===== src/rtl/lcm_unit.sv =====
// lcm_unit: least common multiple of the operand pair given their gcd, as (A / gcd) * B.
// A restoring divider feeds a shift-add multiplier; latency is fixed at 2W+2 cycles from the gcd edge.
module lcm_unit #(
  parameter int W = 10
) (
  input  logic           clk,
  input  logic           rst,
  input  logic           start,
  input  logic [W-1:0]   A_in,
  input  logic [W-1:0]   B_in,
  input  logic [W-1:0]   gcd_in,
  input  logic           gcd_valid,
  output logic [2*W-1:0] lcm,
  output logic           lcm_valid,
  output logic           busy,
  output logic           error
);
  typedef enum logic [2:0] {S_IDLE, S_WAIT, S_DIV, S_MUL, S_DONE} state_t;

  localparam int            CW   = $clog2(W + 1);
  localparam logic [CW-1:0] LAST = CW'(W - 1);

  state_t         state_q;
  logic           start_dly_q;
  logic           gv_dly_q;
  logic           got_g_q;
  logic [W-1:0]   aq_q;
  logic [W-1:0]   b_q;
  logic [W-1:0]   g_q;
  logic [W:0]     rem_q;
  logic [2*W-1:0] mcand_q;
  logic [2*W-1:0] acc_q;
  logic [2*W-1:0] lcm_q;
  logic [CW-1:0]  cnt_q;
  logic           lcm_valid_q;
  logic           busy_q;
  logic           error_q;

  logic           start_edge;
  logic           gcd_edge;
  logic [W+1:0]   trial;
  logic           trial_ge;
  logic [W:0]     rem_d;
  logic [W-1:0]   quot_d;

  assign start_edge = start & ~start_dly_q;
  assign gcd_edge   = gcd_valid & ~gv_dly_q;

  // aq_q shifts the dividend out of its top while quotient bits enter at the bottom.
  assign trial    = {rem_q, aq_q[W-1]};
  assign trial_ge = trial >= (W+2)'(g_q);
  assign rem_d    = trial_ge ? (W+1)'(trial - (W+2)'(g_q)) : trial[W:0];
  assign quot_d   = {aq_q[W-2:0], trial_ge};

  always_ff @(posedge clk or posedge rst) begin
    if (rst) begin
      state_q     <= S_IDLE;
      start_dly_q <= 1'b0;
      gv_dly_q    <= 1'b0;
      got_g_q     <= 1'b0;
      aq_q        <= '0;
      b_q         <= '0;
      g_q         <= '0;
      rem_q       <= '0;
      mcand_q     <= '0;
      acc_q       <= '0;
      lcm_q       <= '0;
      cnt_q       <= '0;
      lcm_valid_q <= 1'b0;
      busy_q      <= 1'b0;
      error_q     <= 1'b0;
    end else begin
      start_dly_q <= start;
      gv_dly_q    <= gcd_valid;
      lcm_valid_q <= 1'b0;
      case (state_q)
        S_IDLE: begin
          if (start_edge) begin
            aq_q    <= A_in;
            b_q     <= B_in;
            error_q <= 1'b0;
            got_g_q <= 1'b0;
            acc_q   <= '0;
            rem_q   <= '0;
            cnt_q   <= '0;
            busy_q  <= 1'b1;
            state_q <= S_WAIT;
          end
        end
        // The cycle after the gcd is latched decides between the short path and the datapath.
        S_WAIT: begin
          if (!got_g_q) begin
            if (gcd_edge) begin
              g_q     <= gcd_in;
              got_g_q <= 1'b1;
            end
          end else if (g_q == '0 || aq_q == '0 || b_q == '0) begin
            state_q <= S_DONE;
          end else begin
            state_q <= S_DIV;
          end
        end
        S_DIV: begin
          rem_q <= rem_d;
          aq_q  <= quot_d;
          cnt_q <= cnt_q + CW'(1);
          if (cnt_q == LAST) begin
            mcand_q <= {{W{1'b0}}, quot_d};
            cnt_q   <= '0;
            state_q <= S_MUL;
          end
        end
        S_MUL: begin
          if (b_q[0]) begin
            acc_q <= acc_q + mcand_q;
          end
          mcand_q <= mcand_q << 1;
          b_q     <= b_q >> 1;
          cnt_q   <= cnt_q + CW'(1);
          if (cnt_q == LAST) begin
            state_q <= S_DONE;
          end
        end
        // acc_q is still zero on the short path, so it doubles as the zero result.
        S_DONE: begin
          lcm_q       <= acc_q;
          lcm_valid_q <= 1'b1;
          error_q     <= (g_q == '0);
          busy_q      <= 1'b0;
          state_q     <= S_IDLE;
        end
        default: begin
          busy_q  <= 1'b0;
          state_q <= S_IDLE;
        end
      endcase
    end
  end

  assign lcm       = lcm_q;
  assign lcm_valid = lcm_valid_q;
  assign busy      = busy_q;
  assign error     = error_q;
endmodule


===== config.mk =====
export PLATFORM = sky130hd
export DESIGN_NAME = lcm_unit
export DESIGN_NICKNAME = d
export VERILOG_FILES = /design/src/rtl/lcm_unit.sv
export SDC_FILE = /design/constraint.sdc
export NUM_CORES = 1
export LEC_CHECK = 0
export ABC_AREA = 1
export BUFFER_PORTS_ARGS = -buffer_cell sky130_fd_sc_hd__buf_2
export CORE_ASPECT_RATIO = 1.4
export CORE_MARGIN = 3
export CORE_UTILIZATION = 60
export CTS_CLUSTER_DIAMETER = 80
export DETAILED_ROUTE_END_ITERATION = 16
export PLACE_DENSITY_LB_ADDON = 0.3
export REMOVE_ABC_BUFFERS = 1
export SYNTH_ARGS = -nofsm -noshare
export SYNTH_HDL_FRONTEND = slang
export SYNTH_SLANG_ARGS = --single-unit

===== constraint.sdc =====
create_clock -name clk -period 4.5 [get_ports clk]
set_input_delay 0.675 -clock clk [delete_from_list [all_inputs] [get_ports clk]]
set_output_delay 0.675 -clock clk [all_outputs]
set_load 0.05 [all_outputs]

---- After elaboration in Yosys (flattened, before gate mapping) ----
Index checks and enable logic that the tools add are counted.
operators by class
  add/sub/neg operators ................... 3
  $mul .................................... 0
  divide/modulo/power cells ............... 0
  magnitude comparators ................... 1
  equality and inequality tests ........... 10
  shift operators ......................... 0
  muxes and demuxes ....................... 29
  bitwise operators ....................... 6
  reductions and logical operators ........ 23
operators with widths
  operator                                                                number
  20-bit one-hot mux with 2 select lines                                  2
  20-bit two-way mux                                                      3
  10-bit one-hot mux with 2 select lines                                  2
  10-bit zero test                                                        3
  11-bit two-way mux                                                      2
  11-bit one-hot mux with 2 select lines                                  1
  20-bit adder                                                            1
  10-bit two-way mux                                                      2
  3-bit two-way mux                                                       5
  2-bit AND reduction                                                     7
  12-bit by 10-bit >= comparator with 1-bit output                        1
  3-bit one-hot mux with 4 select lines                                   1
  4-bit one-hot mux with 3 select lines                                   1
  11-bit by 10-bit subtractor with 11-bit output                          1
  2-bit != test (second input constant)                                   5
  2-bit nonzero test                                                      5
  4-bit two-way mux                                                       2
  3-bit by 2-bit equality test with 1-bit output (second input constant)  2
  1-bit one-hot mux with 2 select lines                                   3
  3-bit AND reduction                                                     2
  1-bit two-way mux                                                       5
  4-bit by 1-bit adder with 4-bit output (second input constant)          1
  4-bit equality test (second input constant)                             1
  1-bit inverter                                                          4
  8 further kinds                                                         10
word-level totals
  bits in registers ....................... 114
  latch bits .............................. 0
  memory bits (writable) .................. 0
  bits in read-only memories .............. 0
  input bits .............................. 34
  memories kept ........................... 0

---- Longest topological paths before layout ----
  word-level depth ........................ 6
  mapped depth ............................ 13
  gate-level depth less buffers ........... 12

---- Least setup slack after synthesis ----
No wires, ideal clock.
  path kind ............................... register -> register
  start ................................... register aq_q[9]
  end ..................................... register rem_q[10]
  library setup time ...................... 118 ps
  arrival ................................. 1785 ps
  data required time ...................... 4382 ps
  setup slack ............................. 2597 ps
  cell stages (with the launch flop) ...... 13
  buffers on the path ..................... 1
  period minus slack after synthesis ...... 1903 ps
  cell sequence ........................... dfrtp_1 -> inv_1 -> ha_1 -> fa_1 -> o21ai_2 -> nand2_1 -> nand2_1 -> nand2_1 -> buf_2 -> nand2_1 -> nand2_1 -> nand3_1 -> nand2_1
on the way
  cells in the longest elaborated chain, start to end .. 3
  elaborated cells on any way between the ends .. 4
  classes of those cells .................. add/sub (1); order compare (1); mux (2)
ends and longest elaborated chain
  item                                                                                                                       line    source
  start, declared                                                                                                            27      logic [W-1:0] aq_q;
  start signal, assigned                                                                                                     79      aq_q <= A_in;
  start signal, assigned                                                                                                     105     aq_q <= quot_d;
  11-bit by 10-bit subtractor with 11-bit output / 12-bit by 10-bit >= comparator with 1-bit output (equally long branches)  52, 51
  11-bit two-way mux (*)                                                                                                     52      assign rem_d = trial_ge ? (W+1)'(trial - (W+2)'(g_q)) : trial[W:0];
  11-bit one-hot mux with 2 select lines (*)                                                                                 76      case (state_q)
  end signal, assigned                                                                                                       104     rem_q <= rem_d;
  end, declared                                                                                                              30      logic [W:0] rem_q;
Mark *: on every way between the ends. The rest lies on a longest branch, timed or not.
A chain may end at the register's enable or synchronous reset.

---- Final worst setup path ----
  start ................................... register state_q[1]
  end ..................................... register acc_q[10]
on the way
  cells in the longest elaborated chain, start to end .. 3
  elaborated cells on any way between the ends .. 7
  classes of those cells .................. eq/ne (3); mux (1); reduce/logical (3)
ends and longest elaborated chain
  item                                                                                      line  source
  start, declared                                                                           23    state_t state_q;
  start signal, assigned                                                                    57    state_q <= S_IDLE;
  start signal, assigned                                                                    87    state_q <= S_WAIT;
  start signal, assigned                                                                    98    state_q <= S_DONE;
  3-bit by 2-bit equality test with 1-bit output / 3-bit zero test (equally long branches)  76
  2-bit != test (no source line) / 2-bit nonzero test (equally long branches)               -
  3-bit AND reduction (no source line)                                                      -
  end signal, assigned                                                                      115   acc_q <= acc_q + mcand_q;
  end, declared                                                                             32    logic [2*W-1:0] acc_q;
Parallel ways exist; a longest one is shown, timed or not.

==> summary.txt <==
max-slew violation count - 0
DP Worst Slack - 1.84 ns
worst hold-check path type - in2reg
Leak Pwr - 4.10 nW
critical path's most frequent cell - inv_2
die width - 94.6 microns
commonest non-fill, non-tap cell in the layout - nand2_1
CTS tree - built
final WL - 15,600 microns
post_cts resized - 0
Pwr per Cell Area - 847 mW/mm^2
Fillers - 873
Worst Tran Pin Value - 1.18 ns
Crit Path Max Fanout - 35
final setup vio count - 0
Crit path required time - 4.80 ns
root buffer cell - clkbuf_16
Sink Count - 114
met3 usage in global routing - 6.06%
DR iter-0 viols - 223
area share of the largest cell type after synthesis - 43.3%
hold bufs inserted after CTS - 0
Initial Util - 62.4%
port bufs - 56
Ports - 57
EDFF count, synth - 0
Max Cap Violations - 0
GRT met1 Usage - 31.3%
top cells by area, synth - dfrtp_1, nand2_1, inv_1, ha_1, nor2_1
Detail Placement HPWL - 10,800 microns
Max IR drop VDD - 0.485 mV
syn_area_per_cell - 7.46 sq um
CTS Buf Count - 17
Yosys warnings - 0
RSZ-0062 raised after global routing - no
Core Box Area - 0.0106 sq mm
Async SR Flop Fraction - 100%
area of the multi-input gates - 0.00312 sq mm
crit end category - flop
CP peak stage delay - 0.77 ns
register area - 0.00285 sq mm
GRT met2 Usage - 49.0%
Synth-to-Final Area Change - 15.1%
DRC Markers - 0
clock latency on the worst-skew pair - 0.42 ns
Fin Setup TNS - 0 ns
Post-Synthesis Cells - 884
Total Routing Usage GR - 27.4%
Post-CTS Setup Inserts - 0
largest net degree at the start of global routing - 87
Critical Path, Cell by Cell - inv_2 > nor2_2 > inv_2 > nor2_8 > inv_2 > o21ai_1 > inv_2 > nand2_1 > o21ai_0
H-tree depth - 4
Final nets - 1,004
Worst Skew - 0.00957 ns
most frequent cells in the layout - nand2_1, inv_1, dfrtp_1, nor2_1, buf_2
busiest grt layer - met2
run status - complete, no violations
Clk pin slew, worst setup/hold paths - 0.05 ns
Arrival @ worst endpoint - 2.98 ns
vias - 5,919
Yosys cell types - 40
antenna cells - 0
GRT overflow - 0
Buffers & Inverters on Critical Path - 4
Die H - 130 microns
maximum achievable frequency - 0.372 GHz
setup slack after layout - 1.81 ns
WL per Instance - 14.3 microns
die area - 0.0123 sq mm
fin crit period - 2.69 ns
final period utilization - 59.7%
Synth area leader - dfrtp_1
share of cells above drive strength 1 - 11.5%
final hold violations - 0
GP Congestion - 0.917
CP max stage cell - o21ai_1
clk buf depth - 2
total power - 0.00642 W
row count - 44
final instance area - 0.00759 sq mm
vias in the first global route - 5,922
post-route ant nets - 0
initial antenna violation count - 0
Worst Setup Start Kind - flop
Pre-antenna DRT Iters - 5
Placed Area - 0.00695 sq mm
first-pass GRT wire length - 26,400 microns
Cell Area, Synth - 0.00659 sq mm
crit-path leading delay family - compound AO/OA/AOI/OAI gates
Synth Flop Type - dfrtp_1
Yosys reg bits - 114
vias per cell - 5.44
WS Path Type - reg2reg
max_slew headroom - 21.5%
Seq/Total Area, Yosys - 43.3%
[sequential cells by signal (all words and copies together), names as in the netlist, 3 cells and up]
register  count
acc_q        20
lcm          20
mcand_q      20
rem_q        11
aq_q         10
b_q          10
g_q          10
cnt_q         4
state_q       3
[final cells by class]
type                       count  area share (%)
clock buffer                  24            6.75
inverter                     135            6.71
multi-input combinational    611            41.2
sequential                   114            37.6
timing repair buffer          58            3.89
clock inverter                 8            1.62
tap                          138            2.28
[worst paths after layout]
path	start	endpoint	slack (ns)	cells past startpoint
min	gcd_valid	gv_dly_q	0.39	1
min in group asynchronous	rst	lcm[19]	0.52	2
max	state_q[1]	acc_q[10]	1.81	9
max reg2reg	state_q[1]	acc_q[10]	1.81	9
max in group asynchronous	rst	acc_q[5]	3.00	3
min reg2reg	lcm[13]	lcm[13]	0.47	2
[metal layers]
metal / vias up / wire [microns]
li1: 2947 / -
met1: 2763 / 6320
met2: 167 / 8150
met3: 42 / 636
met4: 0 / 443
met5: - / 0
[Yosys cell counts, types with 4 or more instances]
cell type / count
nor2_1: 71
ha_1: 31
nand4_1: 9
o22ai_1: 15
nand2_1: 277
o21ai_1: 4
dfrtp_1: 114
o21ai_0: 39
a21oi_1: 33
inv_2: 6
clkbuf_1: 8
a211oi_1: 7
inv_1: 129
buf_2: 12
xnor2_1: 5
nor3_1: 19
o211ai_1: 11
a221oi_1: 8
nand3_1: 48
nand3b_1: 14
[kinds of logic after synthesis]
family	Yosys count	synth area share (%)
buffers and inverters	159	9.45
adder cells (fa/ha/maj)	33	6.49
AO/OA/AOI/OAI	122	10.9
AND/OR/NAND/NOR	448	28.8
XOR/XNOR	7	0.930
multiplexers	1	0.171
flip-flops	114	43.3
[worst register-to-register path: stages (launching register included)]
cell and delay (ns):
dfrtp_1 0.41, inv_2 0.07, nor2_2 0.11, inv_2 0.09, nor2_8 0.37, inv_2 0.27, o21ai_1 0.77, inv_2 0.28
nand2_1 0.13, o21ai_0 0.08
[stage by stage]
step	hold WS (ns)	utilization, %	cells
CTS	0.386	71.8	1088
global route	0.375	71.8	1088
global placement	0.457	65.8	1056
finish	0.386	71.8	1088
floorplan	0.442	-	860
detailed placement	0.459	65.8	1056
[power breakdown]
group | internal, W | switching (W) | leakage (nW) | total, W
clock network | 0.000957 | 0.000478 | 0.304 | 0.00143
logic | 0.00102 | 0.00219 | 2.42 | 0.00321
registers | 0.00149 | 0.000286 | 1.37 | 0.00178
total | 0.00346 | 0.00296 | 4.10 | 0.00642
No activity file was read; power rests on OpenSTA's default activity.
